**config.mk**
```make
export PLATFORM = sky130hd
export DESIGN_NAME = dot_map
export DESIGN_NICKNAME = d
export VERILOG_FILES = /design/src/rtl/dot_map.sv
export SDC_FILE = /design/constraint.sdc
export NUM_CORES = 2
export LEC_CHECK = 0
export BUFFER_PORTS_ARGS = -buffer_cell sky130_fd_sc_hd__buf_4
export CAP_MARGIN = 0
export CORE_AREA = 10 10 602 604
export CTS_CLUSTER_SIZE = 30
export DETAILED_ROUTE_END_ITERATION = 7
export DIE_AREA = 0 0 612 614
export GPL_ROUTABILITY_DRIVEN = 1
export SYNTH_ARGS = -nofsm -noshare
export SYNTH_HDL_FRONTEND = slang
export SYNTH_SLANG_ARGS = --single-unit
```
**constraint.sdc**
```tcl
create_clock -name clk -period 57.7 [get_ports clk]
set_input_delay 2.885 -clock clk [delete_from_list [all_inputs] [get_ports clk]]
set_output_delay 2.885 -clock clk [all_outputs]
set_load 0.01 [all_outputs]
```
**src/rtl/dot_map.sv**
```systemverilog
// dot_map: per-tile record of small and big dots for a COL_NUM x ROW_NUM maze.
//
// Tiles are addressed by (col, row); the flat bit index is row*COL_NUM + col.
// An eat request clears both dot kinds at the addressed tile. The next cycle
// brings one pulse saying which kind was eaten, with the big dot taking
// priority. A counter tracks how many tiles still hold any dot. When it
// reaches zero the block enters CLEAR. Only reload or reset leaves CLEAR.
//
// Ports
//   clk              in   system clock
//   reset            in   asynchronous active-high reset (restores init maps)
//   reload           in   synchronous restart of the level (wins over eats)
//   eat_valid        in   eat request qualifier
//   eat_col/eat_row  in   tile being eaten
//   rd_col/rd_row    in   tile being rendered
//   rd_dot/rd_big    out  registered dot flags of the render tile (1-cycle latency)
//   eat_dot/eat_big  out  one-cycle pulse: a small / big dot was eaten
//   remaining        out  number of tiles still holding any dot
//   level_clear      out  one-cycle pulse when the last dot is eaten
//   cleared          out  high while in the CLEAR state
//   tilemap_dots     out  flat small-dot map (direct register view)
//   tilemap_big_dots out  flat big-dot map (direct register view)
module dot_map #(
    parameter int COL_NUM = 32,
    parameter int ROW_NUM = 24,
    parameter logic [COL_NUM*ROW_NUM-1:0] DOT_INIT = '0,
    parameter logic [COL_NUM*ROW_NUM-1:0] BIG_INIT = '0,
    localparam int N  = COL_NUM * ROW_NUM,
    localparam int CW = $clog2(COL_NUM),
    localparam int RW = $clog2(ROW_NUM),
    localparam int NW = $clog2(N + 1)
) (
    input  logic          clk,
    input  logic          reset,
    input  logic          reload,
    input  logic          eat_valid,
    input  logic [CW-1:0] eat_col,
    input  logic [RW-1:0] eat_row,
    input  logic [CW-1:0] rd_col,
    input  logic [RW-1:0] rd_row,
    output logic          rd_dot,
    output logic          rd_big,
    output logic          eat_dot,
    output logic          eat_big,
    output logic [NW-1:0] remaining,
    output logic          level_clear,
    output logic          cleared,
    output logic [N-1:0]  tilemap_dots,
    output logic [N-1:0]  tilemap_big_dots
);

    // Number of set bits, used at elaboration for the initial tile count.
    function automatic logic [NW-1:0] popcount(input logic [N-1:0] v);
        int c;
        c = 0;
        for (int k = 0; k < N; k++) begin
            if (v[k]) c++;
        end
        return NW'(c);
    endfunction

    // One-hot mask of the addressed tile; all-zero when the coordinate lies
    // outside the map. A mask avoids indexing with a non-power-of-two range.
    function automatic logic [N-1:0] tile_mask(input logic [CW-1:0] col,
                                               input logic [RW-1:0] row);
        logic [N-1:0] m;
        int           idx;
        m = '0;
        if (int'(col) < COL_NUM && int'(row) < ROW_NUM) begin
            idx = int'(row) * COL_NUM + int'(col);
            for (int k = 0; k < N; k++) begin
                m[k] = (k == idx);
            end
        end
        return m;
    endfunction

    localparam logic [NW-1:0] INIT_COUNT = popcount(DOT_INIT | BIG_INIT);

    localparam logic [0:0] S_PLAY  = 1'b0;
    localparam logic [0:0] S_CLEAR = 1'b1;

    // An empty level starts already cleared, without a level_clear pulse.
    localparam logic [0:0] INIT_STATE = (INIT_COUNT == '0) ? S_CLEAR : S_PLAY;

    logic [N-1:0]  r_dots;
    logic [N-1:0]  r_bigs;
    logic [NW-1:0] r_remaining;
    logic [0:0]    r_state;
    logic          r_eat_dot;
    logic          r_eat_big;
    logic          r_level_clear;
    logic          r_rd_dot;
    logic          r_rd_big;

    logic [N-1:0]  w_eat_mask;
    logic [N-1:0]  w_rd_mask;
    logic          w_hit_dot;
    logic          w_hit_big;
    logic          w_eat_take;

    assign w_eat_mask = eat_valid ? tile_mask(eat_col, eat_row) : '0;
    assign w_rd_mask  = tile_mask(rd_col, rd_row);
    assign w_hit_dot  = |(r_dots & w_eat_mask);
    assign w_hit_big  = |(r_bigs & w_eat_mask);

    // Only an eat that actually removes something changes state; empty tiles,
    // out-of-range coordinates and eats while cleared are no-ops.
    assign w_eat_take = (r_state == S_PLAY) && (w_hit_dot || w_hit_big);

    always_ff @(posedge clk or posedge reset) begin
        if (reset) begin
            r_dots        <= DOT_INIT;
            r_bigs        <= BIG_INIT;
            r_remaining   <= INIT_COUNT;
            r_state       <= INIT_STATE;
            r_eat_dot     <= 1'b0;
            r_eat_big     <= 1'b0;
            r_level_clear <= 1'b0;
            r_rd_dot      <= 1'b0;
            r_rd_big      <= 1'b0;
        end else begin
            r_eat_dot     <= 1'b0;
            r_eat_big     <= 1'b0;
            r_level_clear <= 1'b0;

            // Render lookup sees the maps as they were before this edge.
            r_rd_dot <= |(r_dots & w_rd_mask);
            r_rd_big <= |(r_bigs & w_rd_mask);

            if (reload) begin
                // Reload wins over any eat presented in the same cycle.
                r_dots      <= DOT_INIT;
                r_bigs      <= BIG_INIT;
                r_remaining <= INIT_COUNT;
                r_state     <= INIT_STATE;
            end else if (w_eat_take) begin
                r_dots    <= r_dots & ~w_eat_mask;
                r_bigs    <= r_bigs & ~w_eat_mask;
                r_eat_big <= w_hit_big;
                r_eat_dot <= w_hit_dot && !w_hit_big;
                if (r_remaining != '0) begin
                    r_remaining <= r_remaining - NW'(1);
                end
                if (r_remaining == NW'(1)) begin
                    r_state       <= S_CLEAR;
                    r_level_clear <= 1'b1;
                end
            end
        end
    end

    assign rd_dot           = r_rd_dot;
    assign rd_big           = r_rd_big;
    assign eat_dot          = r_eat_dot;
    assign eat_big          = r_eat_big;
    assign remaining        = r_remaining;
    assign level_clear      = r_level_clear;
    assign cleared          = (r_state == S_CLEAR);
    assign tilemap_dots     = r_dots;
    assign tilemap_big_dots = r_bigs;

endmodule

```
Word-level counts from Yosys, hierarchy flattened
Index checks and enable logic that the tools add are counted.

Flip-flop bits (word level): 1552. Bits in latches: 0. Bits in writable memories: 0. ROM bits: 0. Output and inout port bits: 1552. Memories kept: 0.

Add/sub/neg operators: 3. Multiply operators: 0. Divide/modulo/power cells: 0. Magnitude comparators: 2. Eq/ne operators: 1535. Shifts and indexed selects: 0. Multiplexer cells: 20. Bitwise gates (word level): 8. Reductions and logical operators: 16.

Operator list (count): 10-bit by 11-bit == test with 1-bit output (first input constant) (512); 9-bit by 11-bit == test with 1-bit output (first input constant) (512); 768-bit 2-to-1 mux (7); 768-bit bitwise AND (6); 768-bit OR reduction (4); 8-bit by 11-bit == test with 1-bit output (first input constant) (256); 7-bit by 11-bit == test with 1-bit output (first input constant) (128); 768-bit inverter (1); 6-bit by 11-bit == test with 1-bit output (first input constant) (64); 5-bit by 11-bit == test with 1-bit output (first input constant) (32); 4-bit by 11-bit == test with 1-bit output (first input constant) (16); 3-bit by 11-bit == test with 1-bit output (first input constant) (8); 32-bit zero test (2); 2-bit by 11-bit == test with 1-bit output (first input constant) (4); 10-bit 2-to-1 mux (3); 10-bit by 5-bit adder with 11-bit output (2); 1-bit by 11-bit == test with 1-bit output (first input constant) (2); 10-bit by 1-bit == test with 1-bit output (second input constant) (1); 5-bit less-than comparator (second input constant) (2); 1-bit 2-to-1 mux (10); 10-bit nonzero test (1); 10-bit by 1-bit subtractor with 10-bit output (second input constant) (1); 2-bit nonzero test (3); 2-bit AND reduction (2); other kinds (4) (5).

Depth between registers and ports, before layout
Depth after elaboration: 10. Depth in mapped cells: 14. Mapped depth without buffers: 8.

Worst setup path before layout
Ideal clock, no wire load.

Path kind: input port to flip-flop. From: in rd_col[4]. To: reg r_rd_big (netlist: rd_big). Arrival time: 5.394 ns. Slack: 52.168 ns. Stages on the path: 11. Path through: buf_4 -> buf_2 -> and4b_4 -> buf_6 -> a22oi_1 -> a21oi_1 -> or4_1 -> nor3_1 -> a41oi_1 -> or4_1 -> or4_1.

Longest elaborated chain between the ends: 5. Elaborated cells on any way between the ends: 772. Classes of those cells: 1 x add/sub; 767 x eq/ne; 1 x mux; 1 x bitwise; 2 x reduce/logical.

Ends and longest elaborated chain: start: declaration (RTL line 39) `input logic [CW-1:0] rd_col,`; 10-bit by 5-bit adder with 11-bit output (*) (RTL line 70) `idx = int'(row) * COL_NUM + int'(col);`; 32-bit zero test (tied with other cells) (RTL line 72) `m[k] = (k == idx);`; 768-bit 2-to-1 mux (*) (RTL line 69) `if (int'(col) < COL_NUM && int'(row) < ROW_NUM) begin`; 768-bit bitwise AND (*) (RTL line 129) `r_rd_big <= |(r_bigs & w_rd_mask);`; 768-bit OR reduction (*) (RTL line 129); end signal: assignment (RTL line 129); end: declaration (RTL line 94) `logic r_rd_big;`.

Every way passes the cells marked *; elsewhere a longest branch is shown, timed or not. A chain may end at the register's enable or synchronous reset.

Final worst setup path
From: in rd_col[0]. To: reg r_rd_dot (netlist: rd_dot).

Longest elaborated chain between the ends: 5. Elaborated cells on any way between the ends: 772. Classes of those cells: 1 x add/sub; 767 x eq/ne; 1 x mux; 1 x bitwise; 2 x reduce/logical.

Ends and longest elaborated chain: 10-bit by 5-bit adder with 11-bit output (*) (RTL line 70); 32-bit zero test (tied with other cells) (RTL line 72); 768-bit 2-to-1 mux (*) (RTL line 69); 768-bit bitwise AND (*) (RTL line 128) `r_rd_dot <= |(r_dots & w_rd_mask);`; 768-bit OR reduction (*) (RTL line 128); end signal: assignment (RTL line 128); end: declaration (RTL line 93) `logic r_rd_dot;`.

Marked as above.

==> results.py <==
metrics = {
    "floorplan": {
        "initial_core_util_pct": 17.5,
        "row_count": 218,
        "core_area_um2": 351000,
        "die_width_um": 612,
        "die_h_um": 614,
        "ios": 1576,
        "die_area_um2": 376000,
    },
    "route": {
        "drtPass1Iterations": 8,
        "drt_iter0_markers": 7999,
        "dr_total_vias": 56617,
        "antenna_left": 0,
        "viasPerCell": 4.87,
        "route.detailed.drc": 8,
        "drt-total-wl_mm": 540,
        "drt-wirelength-per-cell_um": 46.5,
    },
    "layout": {
        "layout_commonest_cell": "buf_4",
        "mostFrequentLayoutCells": "buf_4, dfrtp_1, nor2b_1",
        "drive_above_1_share_pct": 32.7,
        "areaGrowthSynthToFinish_pct": 41.1,
        "nNetsFinal": 6836,
    },
    "timing": {
        "fmax_ghz": 0.127,
        "relSlewSlack_pct": 3.39,
        "hold_viol_final": 0,
        "setup-tns-final_ns": 0,
        "fin_crit_ns": 7.90,
        "finalCritPeriodShare_pct": 13.7,
        "finalMaxSlewViolations": 0,
        "setup_viol": 0,
        "rsz0062_at_grt": "no",
        "tightest_slew_ns": 1.44,
        "holdWs_ns": 0.492,
        "finalClockSkew_ns": 0.0602,
    },
    "clock_tree": {
        "cts_tree": "yes",
        "numClockSinks": 1548,
        "clk_latency_ns": 0.90,
        "cts_buffers": 196,
        "cts_hold_buf": 0,
        "clockRootBuffer": "clkbuf_16",
        "path_clk_slew_ns": 0.06,
        "ctsResizeCount": 0,
        "cts_setup_buffers": 0,
        "cts-htree-levels": 4,
        "clk_path_buf_depth": 4,
    },
    "hold_path": {
        "whs_path_depth": 2,
        "hold_path_class": "flop to flop",
    },
    "critical_path": {
        "crit_arrival_ns": 8.65,
        "crit_path_max_fanout": 41,
        "crit_path_end_kind": "flop",
        "crit_required_ns": 58.45,
        "r2r_cells": 8,
        "path_class": "primary input to flop",
        "start_kind": "primary input",
    },
    "logic_synthesis": {
        "syn-cell-area_um2": 61500,
        "syn_area_per_cell_um2": 11.7,
        "synth-seq-cells": 1548,
        "synth_edf_count": 0,
        "synth_async_sr_flop_share_pct": 100,
        "ys.warnings.count": 0,
        "syn-instance-count": 5243,
        "ys_types": 80,
        "synth_ff_type": "dfrtp_1",
        "seq_area_frac_synth_pct": 62.9,
    },
    "job": {
        "drv_cap": 0,
    },
    "status": {
        "status": "finished with violations",
        "violations": "DRC",
    },
    "global_routing": {
        "antenna_found_initial": 92,
        "grt_pass1_vias": 53098,
        "overflow": 0,
        "grt_max_degree": 175,
        "grt_pass1_wl_mm": 663,
        "globalRouteTotalUtil_pct": 27.3,
    },
    "placement": {
        "gp_congestion": 0.912,
        "dpl.hpwl_mm": 413,
        "portBuffers": 1560,
    },
    "power": {
        "power_leakage_nw": 40.6,
        "vdd_drop_max_uv": 24.6,
        "power.density_nw_per_um2": 29.1,
    },
}
sequential cells by signal, indices dropped and copies added (netlist names):
| name | cells |
|---|---|
| tilemap_big_dots | 768 |
| tilemap_dots | 768 |
| remaining | 10 |
| rd_big | 1 |
| rd_dot | 1 |
critical path, cell delays in order:
cell and delay (ns):
buf_4 0.65, nand4b_1 0.69, buf_4 0.66, nor2_1 0.39, a222oi_1 0.41, buf_4 0.28, nand4_1 0.43, a2111oi_0 1.03
buf_4 0.26, a41oi_1 0.26, or4_1 0.56
cells in the mapped netlist (all sizes together) (3+ instances only):
library cell / instances / area [um2]
or4b: 10 / 100
nor4bb: 11 / 110
nor4b: 11 / 121
a2111oi: 12 / 119
a221o: 13 / 130
nand4bb: 12 / 135
a22o: 37 / 324
nand2: 60 / 225
nand4b: 10 / 130
nor3: 25 / 125
and3: 12 / 75.1
a22oi: 278 / 2090
o22ai: 85 / 532
o21ai: 46 / 230
nand4: 72 / 457
a41oi: 9 / 78.8
a32o: 21 / 210
a311oi: 8 / 70.1
a31oi: 70 / 438
inv: 7 / 26.3
nand3: 366 / 1830
or4: 13 / 97.6
mux2i: 9 / 90.1
dfrtp: 1548 / 38700
clkbuf: 332 / 1250
nand3b: 3 / 22.5
a32oi: 111 / 972
a31o: 3 / 26.3
a222oi: 35 / 350
o22a: 3 / 26.3
and4: 6 / 52.6
nor2b: 1546 / 9670
o211ai: 15 / 113
a211oi: 3 / 22.5
buf: 124 / 688
a21oi: 65 / 325
nor4: 26 / 163
o2111ai: 27 / 236
or3: 4 / 25.0
o31ai: 9 / 67.6
a221oi: 21 / 184
o221ai: 6 / 52.6
nor2: 119 / 447
and4b: 8 / 87.6
layout make-up:
type	instances	area (um2)
timing repair buffer	1825	13900
inverter	7	36.3
sequential	1548	38700
tap	4620	5780
antenna	24	60.1
clock inverter	85	1110
fill	37097	264000
clock buffer	272	5540
multi-input combinational	3234	21700
where the power goes:
group | switching [mW] | total [mW] | internal (mW)
sequential | 0.0000191 | 1.09 | 1.09
combinational | 0.118 | 0.134 | 0.0162
clock | 0.549 | 1.31 | 0.759
total | 0.667 | 2.53 | 1.86
stage by stage:
step / setup slack, ns / utilization (%) / power, mW / cells / instance area [um2]
after floorplan: 11.14 / - / 1.16 / 5245 / 61600
after global placement: 48.92 / 22.8 / 1.24 / 11234 / 80100
after detailed placement: 48.92 / 22.8 / 1.24 / 11234 / 80100
after CTS: 49.90 / 24.7 / 2.55 / 11591 / 86800
after global routing: 49.93 / 24.7 / 2.59 / 11595 / 86800
final: 49.80 / 24.8 / 2.53 / 11615 / 86900
cell families after synthesis:
group	after synthesis	share of synthesized area [%]
other	2	0.0122
flip-flops	1548	62.9
multiplexers	10	0.165
buffers and inverters	463	3.19
AND/OR/NAND/NOR	2322	22.7
AO/OA/AOI/OAI	898	11.0
worst paths after layout:
| path | startpoint | to | slack (ns) |
|---|---|---|---|
| max reg2reg | tilemap_dots[183]$_DFFE_PP0P_ | rd_dot$_DFF_PP0_ | 53.25 |
| min reg2reg | remaining[1]$_DFFE_PP0P_ | remaining[1]$_DFFE_PP0P_ | 0.49 |
| min in group asynchronous | reset | tilemap_dots[764]$_DFFE_PP0P_ | 2.05 |
| min | remaining[1]$_DFFE_PP0P_ | remaining[1]$_DFFE_PP0P_ | 0.49 |
| max in group asynchronous | reset | tilemap_big_dots[326]$_DFFE_PP0P_ | 52.43 |
| max | rd_col[0] | rd_dot$_DFF_PP0_ | 49.80 |
per-layer routing:
metal  vias to the layer above  part of all wire [%]  wire length (um)  GRT usage (%)
met3                       994                   8.5             45600           6.96
met2                      4118                    46            249000           44.5
li1                      21781                     -                 -              -
met1                     29720                    39            210000           33.6
met5                         -                0.0048                26              0
met4                         4                   6.5             35000           13.4
(Power assumes the default switching activity.)
